[src/rtl/syn_weight_engine.sv]
// syn_weight_engine: packed synapse weight table with stochastic-fraction reads and saturating STDP updates
module syn_weight_engine #(
    parameter int N_SYN = 128,
    parameter int COLS = 4,
    parameter int INT_W = 8,
    parameter int FRAC_W = 8,
    parameter logic [15:0] LFSR_SEED = 16'hACE1,
    localparam int ADDR_W = $clog2(N_SYN)
) (
    input  logic                    clk,
    input  logic                    rst,
    input  logic                    kill,
    input  logic                    load_valid,
    output logic                    load_ready,
    input  logic [COLS*INT_W-1:0]   load_data,
    input  logic                    rd_valid,
    output logic                    rd_ready,
    input  logic [ADDR_W-1:0]       rd_addr,
    input  logic                    upd_valid,
    output logic                    upd_ready,
    input  logic [ADDR_W-1:0]       upd_addr,
    input  logic [INT_W:0]          upd_delta,
    output logic                    out_valid,
    output logic [ADDR_W-1:0]       out_addr,
    output logic [INT_W+FRAC_W-1:0] weight_out,
    output logic                    load_done,
    output logic [2:0]              state_o
);
    localparam int DEPTH = N_SYN / COLS;
    localparam int WA_W = DEPTH > 1 ? $clog2(DEPTH) : 1;
    localparam int COL_W = COLS > 1 ? $clog2(COLS) : 1;
    localparam logic [ADDR_W-1:0] COLS_A = ADDR_W'(COLS);

    typedef enum logic [2:0] {CLEAR = 3'd0, LOAD = 3'd1, RUN = 3'd2, UPD_RD = 3'd3, UPD_WR = 3'd4} state_t;

    logic [COLS*INT_W-1:0] mem [DEPTH];
    logic [COLS*INT_W-1:0] mem_rd_q, mem_wd, wdata_d, wdata_q;
    logic                  mem_we;
    logic [WA_W-1:0]       mem_wa, mem_ra, wptr_d, wptr_q, upd_wa_d, upd_wa_q;
    state_t                state_d, state_q;
    logic [15:0]           lfsr_d, lfsr_q;
    logic                  load_done_d, load_done_q, s1_valid_d, s1_valid_q, out_valid_d, out_valid_q;
    logic [ADDR_W-1:0]     s1_addr_d, s1_addr_q, out_addr_d, out_addr_q;
    logic [INT_W+FRAC_W-1:0] weight_d, weight_q;
    logic [COL_W-1:0]      upd_col_d, upd_col_q, s1_col;
    logic [INT_W:0]        upd_delta_d, upd_delta_q;
    logic [INT_W-1:0]      cur_w, sat_w;
    logic signed [INT_W+1:0] sum;
    logic                  rd_acc, upd_acc, wrap;

    assign load_ready = state_q == LOAD && !kill;
    assign upd_ready  = state_q == RUN && !kill;
    assign rd_ready   = state_q == RUN && !kill && !upd_valid;
    assign upd_acc    = upd_valid && upd_ready;
    assign rd_acc     = rd_valid && rd_ready;
    assign wrap       = wptr_q == WA_W'(DEPTH - 1);
    assign s1_col     = COL_W'(s1_addr_q % COLS_A);
    assign mem_ra     = WA_W'((upd_acc ? upd_addr : rd_addr) / COLS_A);
    assign cur_w      = mem_rd_q[upd_col_q*INT_W +: INT_W];
    assign sum        = $signed({2'b00, cur_w}) + $signed({upd_delta_q[INT_W], upd_delta_q});
    assign sat_w      = sum[INT_W+1] ? '0 : sum[INT_W] ? '1 : sum[INT_W-1:0];
    assign lfsr_d     = {1'b0, lfsr_q[15:1]} ^ (lfsr_q[0] ? 16'hB400 : 16'h0000);

    always_comb begin
        wdata_d = mem_rd_q;
        wdata_d[upd_col_q*INT_W +: INT_W] = sat_w;
    end

    always_comb begin
        state_d     = state_q;
        wptr_d      = wptr_q;
        load_done_d = load_done_q;
        mem_we      = 1'b0;
        mem_wa      = wptr_q;
        mem_wd      = '0;
        upd_wa_d    = upd_acc ? mem_ra : upd_wa_q;
        upd_col_d   = upd_acc ? COL_W'(upd_addr % COLS_A) : upd_col_q;
        upd_delta_d = upd_acc ? upd_delta : upd_delta_q;
        case (state_q)
            CLEAR: begin
                mem_we  = 1'b1;
                wptr_d  = wrap ? '0 : wptr_q + 1'b1;
                state_d = wrap ? LOAD : CLEAR;
            end
            LOAD: if (load_valid) begin
                mem_we      = 1'b1;
                mem_wd      = load_data;
                wptr_d      = wrap ? '0 : wptr_q + 1'b1;
                state_d     = wrap ? RUN : LOAD;
                load_done_d = wrap;
            end
            RUN: state_d = upd_acc ? UPD_RD : RUN;
            UPD_RD: state_d = UPD_WR;
            UPD_WR: begin
                mem_we  = 1'b1;
                mem_wa  = upd_wa_q;
                mem_wd  = wdata_q;
                state_d = RUN;
            end
            default: state_d = CLEAR;
        endcase
        if (kill) begin
            state_d     = CLEAR;
            wptr_d      = '0;
            load_done_d = 1'b0;
            mem_we      = 1'b0;
        end
    end

    assign s1_valid_d  = rd_acc;
    assign s1_addr_d   = rd_acc ? rd_addr : s1_addr_q;
    assign out_valid_d = s1_valid_q && !kill;
    assign out_addr_d  = s1_valid_q ? s1_addr_q : out_addr_q;
    assign weight_d    = s1_valid_q ? {mem_rd_q[s1_col*INT_W +: INT_W], lfsr_q[FRAC_W-1:0]} : weight_q;

    // Single write port, registered read port: maps onto block RAM
    always_ff @(posedge clk) begin
        if (mem_we) mem[mem_wa] <= mem_wd;
        mem_rd_q <= mem[mem_ra];
    end

    always_ff @(posedge clk) begin
        if (rst) begin
            state_q     <= CLEAR;
            wptr_q      <= '0;
            lfsr_q      <= LFSR_SEED;
            load_done_q <= 1'b0;
            s1_valid_q  <= 1'b0;
            s1_addr_q   <= '0;
            out_valid_q <= 1'b0;
            out_addr_q  <= '0;
            weight_q    <= '0;
            upd_wa_q    <= '0;
            upd_col_q   <= '0;
            upd_delta_q <= '0;
            wdata_q     <= '0;
        end else begin
            state_q     <= state_d;
            wptr_q      <= wptr_d;
            lfsr_q      <= lfsr_d;
            load_done_q <= load_done_d;
            s1_valid_q  <= s1_valid_d;
            s1_addr_q   <= s1_addr_d;
            out_valid_q <= out_valid_d;
            out_addr_q  <= out_addr_d;
            weight_q    <= weight_d;
            upd_wa_q    <= upd_wa_d;
            upd_col_q   <= upd_col_d;
            upd_delta_q <= upd_delta_d;
            wdata_q     <= wdata_d;
        end
    end

    assign out_valid  = out_valid_q;
    assign out_addr   = out_addr_q;
    assign weight_out = weight_q;
    assign load_done  = load_done_q;
    assign state_o    = state_q;
endmodule

[config.mk]
export PLATFORM = sky130hd
export DESIGN_NAME = syn_weight_engine
export DESIGN_NICKNAME = d
export VERILOG_FILES = /design/src/rtl/syn_weight_engine.sv
export SDC_FILE = /design/constraint.sdc
export NUM_CORES = 1
export LEC_CHECK = 0
export CORE_MARGIN = 4
export CORE_UTILIZATION = 55
export DETAILED_ROUTE_END_ITERATION = 8
export PLACE_DENSITY_LB_ADDON = 0.08
export SETUP_SLACK_MARGIN = 0.5
export SYNTH_ARGS = -nofsm -noshare
export SYNTH_HDL_FRONTEND = slang
export SYNTH_SLANG_ARGS = --single-unit
[constraint.sdc]
create_clock -name clk -period 4.65 [get_ports clk]
set_input_delay 0.93 -clock clk [delete_from_list [all_inputs] [get_ports clk]]
set_output_delay 0.93 -clock clk [all_outputs]
set_load 0.01 [all_outputs]
==> run summary <==
The flow ran to the end, and the final reports show no timing, DRC or antenna violations. For the least setup slack across all paths after layout, the log shows 0.713 ns. After detailed routing, the average wire length per cell comes to 30.9 µm. After synthesis, the netlist uses 56 different library cells. The H-tree was split into 3 levels. The count of nets after finishing came out at 3642.

In this run the register-to-register setup slack is 0.71 ns. The later pin in the worst-skew pair is clocked with a latency of 0.70 ns. After synthesis, the mean cell area works out to 13.7 µm². For the worst setup path, the data arrival time is 4.52 ns. Summed over all failing endpoints, the final setup total negative slack is 0 ns.

Critical path startpoint category: a flop. The critical path goes through mux4_2 -> ha_1 -> inv_1 -> o21ai_0 -> a2111oi_0 -> o311ai_1 -> nand4b_1 -> o21ai_0. In this design, the critical path's most frequently occurring cell is sky130_fd_sc_hd__o21ai_0. For this run, the number of Yosys warnings is 0.

The pre-antenna-repair detailed-routing pass consisted of 8 iterations. Global router's overall resource usage: 32.2%. TritonCTS built the clock tree.

The total routed wirelength is 148 mm, and the width of the die is 303 µm. The tools report the launch instance of the worst register-to-register path as upd_col_q[1]. The maximum single-stage delay on the critical path was 0.95 ns. The class of the most critical hold timing path is reg -> reg.

The run gives 0.0857 mm² as the core area. The clock passes through at most 3 buffers. The measured slew at the worst slew-check pin is 1.22 ns. Dividing the final minimum period by the clock period gives 84.7%. The minimum clock period after layout was 3.94 ns; the detailed placer's ending HPWL was 81.6 mm.

The worst hold path depth came out at 1. The cell area after placement is 0.0513 mm². The slowest cell on the critical path is sky130_fd_sc_hd__o311ai_1. The number of enable flip-flop cells after synthesis works out to 1024.

The tools report the total DRC errors in the routed layout as 0. In the synthesized netlist, the cells that appear most often are sky130_fd_sc_hd__edfxtp_1 (1024), sky130_fd_sc_hd__a21oi_1 (423), sky130_fd_sc_hd__nor3_1 (390). The worst hold path terminates at lfsr_q[11]. The tools report the endpoint kind of the worst setup timing path as a flop. Setup repair after global routing left no endpoint under its margin.

Dividing the detail-routed via count by the number of cells gives 6.73. The number of maximum-capacitance violations was 0. The root buffer cell chosen for the clock tree is sky130_fd_sc_hd__clkbuf_16.

The worst hold path begins at lfsr_q[12]. Most repeated cell in the gate-level netlist after synthesis: sky130_fd_sc_hd__edfxtp_1. The run gives 0.209 ns as the pre-CTS setup slack. The logs give 0.0219 ns for the worst clock skew and 32400 for the total via count after detailed routing.

Synthesis inferred 1161 register bits. The run gives 31000 as the via count of the first global-routing pass. The clock drives 1161 sinks. Buffers inserted to repair hold after CTS numbered 0.

The run gives 4715 as the number of violations reported at the end of detailed-routing iteration 0. Buffers added to address setup during post-CTS repair amount to 0. The classification of the worst setup path was reg -> reg.

Summing the sequential cell areas from Yosys gives 70.0% of the chip area. For the number of antenna violations at the first check in global routing, the log shows 1. The detail route stage leaves a number of antenna-violating nets equal to 0. Ranked by total cell area, the synthesized netlist is headed by sky130_fd_sc_hd__edfxtp_1 (64%), sky130_fd_sc_hd__o21a_1 (6.0%), sky130_fd_sc_hd__dfxtp_1 (5.7%).

The tools report the worst relative slew slack as 18.7%. The share of final-layout standard cells stronger than drive strength 1 is 11.8%, and the post-synthesis net count is 3571. The total congestion overflow after global routing is 0. Setup violations remaining at the end of the flow were counted as 0.

The first-pass GRT wire length was 215 mm; the worst voltage drop across the vdd grid was 337 µV. The analysis attributes to cell leakage a power of 15.7 nW. The most used flip-flop cell after synthesis was sky130_fd_sc_hd__edfxtp_1.

The count of pins over their slew limit is 0. The logs give 0.435 ns for the worst hold slack across all endpoints and 0.889 for the final estimated routing congestion in global placement. The cell count after synthesis came out at 3494. For the final cell area excluding filler cells, the log shows 0.0551 mm². The endpoint of the worst-slack reg-to-reg timing path is wdata_q[24]. In the synthesized netlist the async set-or-reset flop fraction comes to 0%.

Top cell family by delay on the critical path: compound AO/OA/AOI/OAI gates. The total power per unit cell area was 391 mW/mm². The logs give 108 for the pin count of the biggest net entering global routing and 0 for the post-cts repair resize count.

The number of fill cells is 6153, and the floorplan die area is 0.0917 mm². The chip height is 303 µm, and the count of final hold-check violations is 0. Of all nets on the critical path, the largest fanout is 12. The fmax came out at 254 MHz. From synthesis to final layout, the design area changed by 15.3%.

The worst path buffer plus inverter count was 1; the number of cells on the worst reg-to-reg path was 8. Buffers placed on the I/O ports in this run total 91. The tools report the cell area after technology mapping as 0.0478 mm². The tools report the CTS buffer count as 116.

For this configuration, the core starts out at a cell density of 55.8%. For the number of core rows, the log shows 107. The clock-pin slew of the registers on the worst-case setup and hold paths was 0.06 ns; the count of inserted antenna diode cells was 0.

Summed over all instances, the cell type with the most area after synthesis is sky130_fd_sc_hd__edfxtp_1. The data required time of the worst path was 5.23 ns; the top-level I/O count was 92. Of the post-synthesis cell area, the dominant cell type holds 64.3%.
[registers in the layout (all words and copies together) (netlist names)]
name         count
mem           1024
mem_rd_q        32
wdata_q         32
lfsr_q          16
weight_out      16
upd_delta_q      9
out_addr         7
s1_addr_q        7
upd_wa_q         5
wptr_q           5
state_o          3
upd_col_q        2
load_done        1
out_valid        1
s1_valid_q       1
[area by class of cell]
cell class | instances | area [µm²] | area share (%)
Multi-Input combinational cell | 2010 | 13200 | 24.0
Clock buffer | 147 | 3210 | 5.83
Inverter | 13 | 51.3 | 0.0930
Sequential cell | 1161 | 33500 | 60.7
Clock inverter | 73 | 628 | 1.14
Timing Repair Buffer | 263 | 3070 | 5.57
Tap cell | 1144 | 1430 | 2.60
[metal layers]
layer / track usage (%) / vias up / routed length, µm
met1: 45.6 / 16200 / 58100
met5: 0 / - / 7
met3: 5.52 / 382 / 15600
met4: 14.1 / 2 / 7420
li1: - / 13900 / -
met2: 49.7 / 1957 / 67300
[through the flow]
step	total power, mW	utilization [%]	std cells
after floorplan	11.9	-	3494
after global placement	12.4	59.9	4591
after detailed placement	12.4	59.9	4591
after CTS	21.6	64.4	4811
after global routing	22.1	64.4	4811
final	21.5	64.4	4811
[logic make-up after synthesis]
kind of cell             after synthesis  share of synthesized area (%)
AO/OA/AOI/OAI                       1159                           16.6
XOR/XNOR                               8                          0.147
adder cells (fa/ha/maj)               16                          0.434
buffers and inverters                323                           3.04
flip-flops                          1161                           70.0
multiplexers                          45                           1.36
AND/OR/NAND/NOR                      782                           8.35
[report_power, final]
group	internal [mW]	total [mW]	switching (mW)	leakage (nW)
clock network	5.42	9.37	3.94	1.88
logic	0.289	0.837	0.549	5.24
registers	11.3	11.3	0.0709	8.58
[placed cells by master (no fill, tap or decap), types with 6 or more instances in the layout]
master,synthesis,final
sky130_fd_sc_hd__edfxtp_1,1024,1024
sky130_fd_sc_hd__a21oi_1,423,423
sky130_fd_sc_hd__nor3_1,390,390
sky130_fd_sc_hd__o21a_1,385,385
sky130_fd_sc_hd__dfxtp_1,137,137
sky130_fd_sc_hd__and3_1,131,131
sky130_fd_sc_hd__a211oi_1,129,129
sky130_fd_sc_hd__clkbuf_16,0,122
sky130_fd_sc_hd__buf_4,17,102
sky130_fd_sc_hd__nand2_1,94,92
sky130_fd_sc_hd__clkdlybuf4s50_1,0,90
sky130_fd_sc_hd__o41ai_1,82,82
sky130_fd_sc_hd__buf_12,0,70
sky130_fd_sc_hd__nor2_1,77,45
sky130_fd_sc_hd__o21ai_0,36,35
sky130_fd_sc_hd__a22o_1,34,34
sky130_fd_sc_hd__nor4_1,34,34
sky130_fd_sc_hd__o2111a_1,32,32
sky130_fd_sc_hd__nor2_4,0,32
sky130_fd_sc_hd__clkinv_1,0,30
sky130_fd_sc_hd__mux2i_1,29,29
sky130_fd_sc_hd__clkinv_2,0,23
sky130_fd_sc_hd__clkbuf_1,193,17
sky130_fd_sc_hd__mux4_2,16,16
sky130_fd_sc_hd__ha_1,15,15
sky130_fd_sc_hd__o41ai_2,14,14
sky130_fd_sc_hd__nand3_1,13,13
sky130_fd_sc_hd__inv_1,12,12
sky130_fd_sc_hd__bufinv_16,0,10
sky130_fd_sc_hd__nand2b_1,8,8
sky130_fd_sc_hd__or2_2,8,8
sky130_fd_sc_hd__nor2b_1,7,7
sky130_fd_sc_hd__clkbuf_8,0,6
[how the worst max path moves through the flow]
stage                   endpoint          from  cells past startpoint  slack [ns]
floorplan             mem[25][0]    load_valid                      5        1.13
global placement    mem_rd_q[23]          kill                     10        0.27
detailed placement  mem_rd_q[23]          kill                     10        0.21
CTS                     rd_ready          kill                      5        0.74
global route         wdata_q[28]  upd_col_q[1]                      8        0.54
finish               wdata_q[24]  upd_col_q[1]                      8        0.71
(Power assumes the default switching activity.)
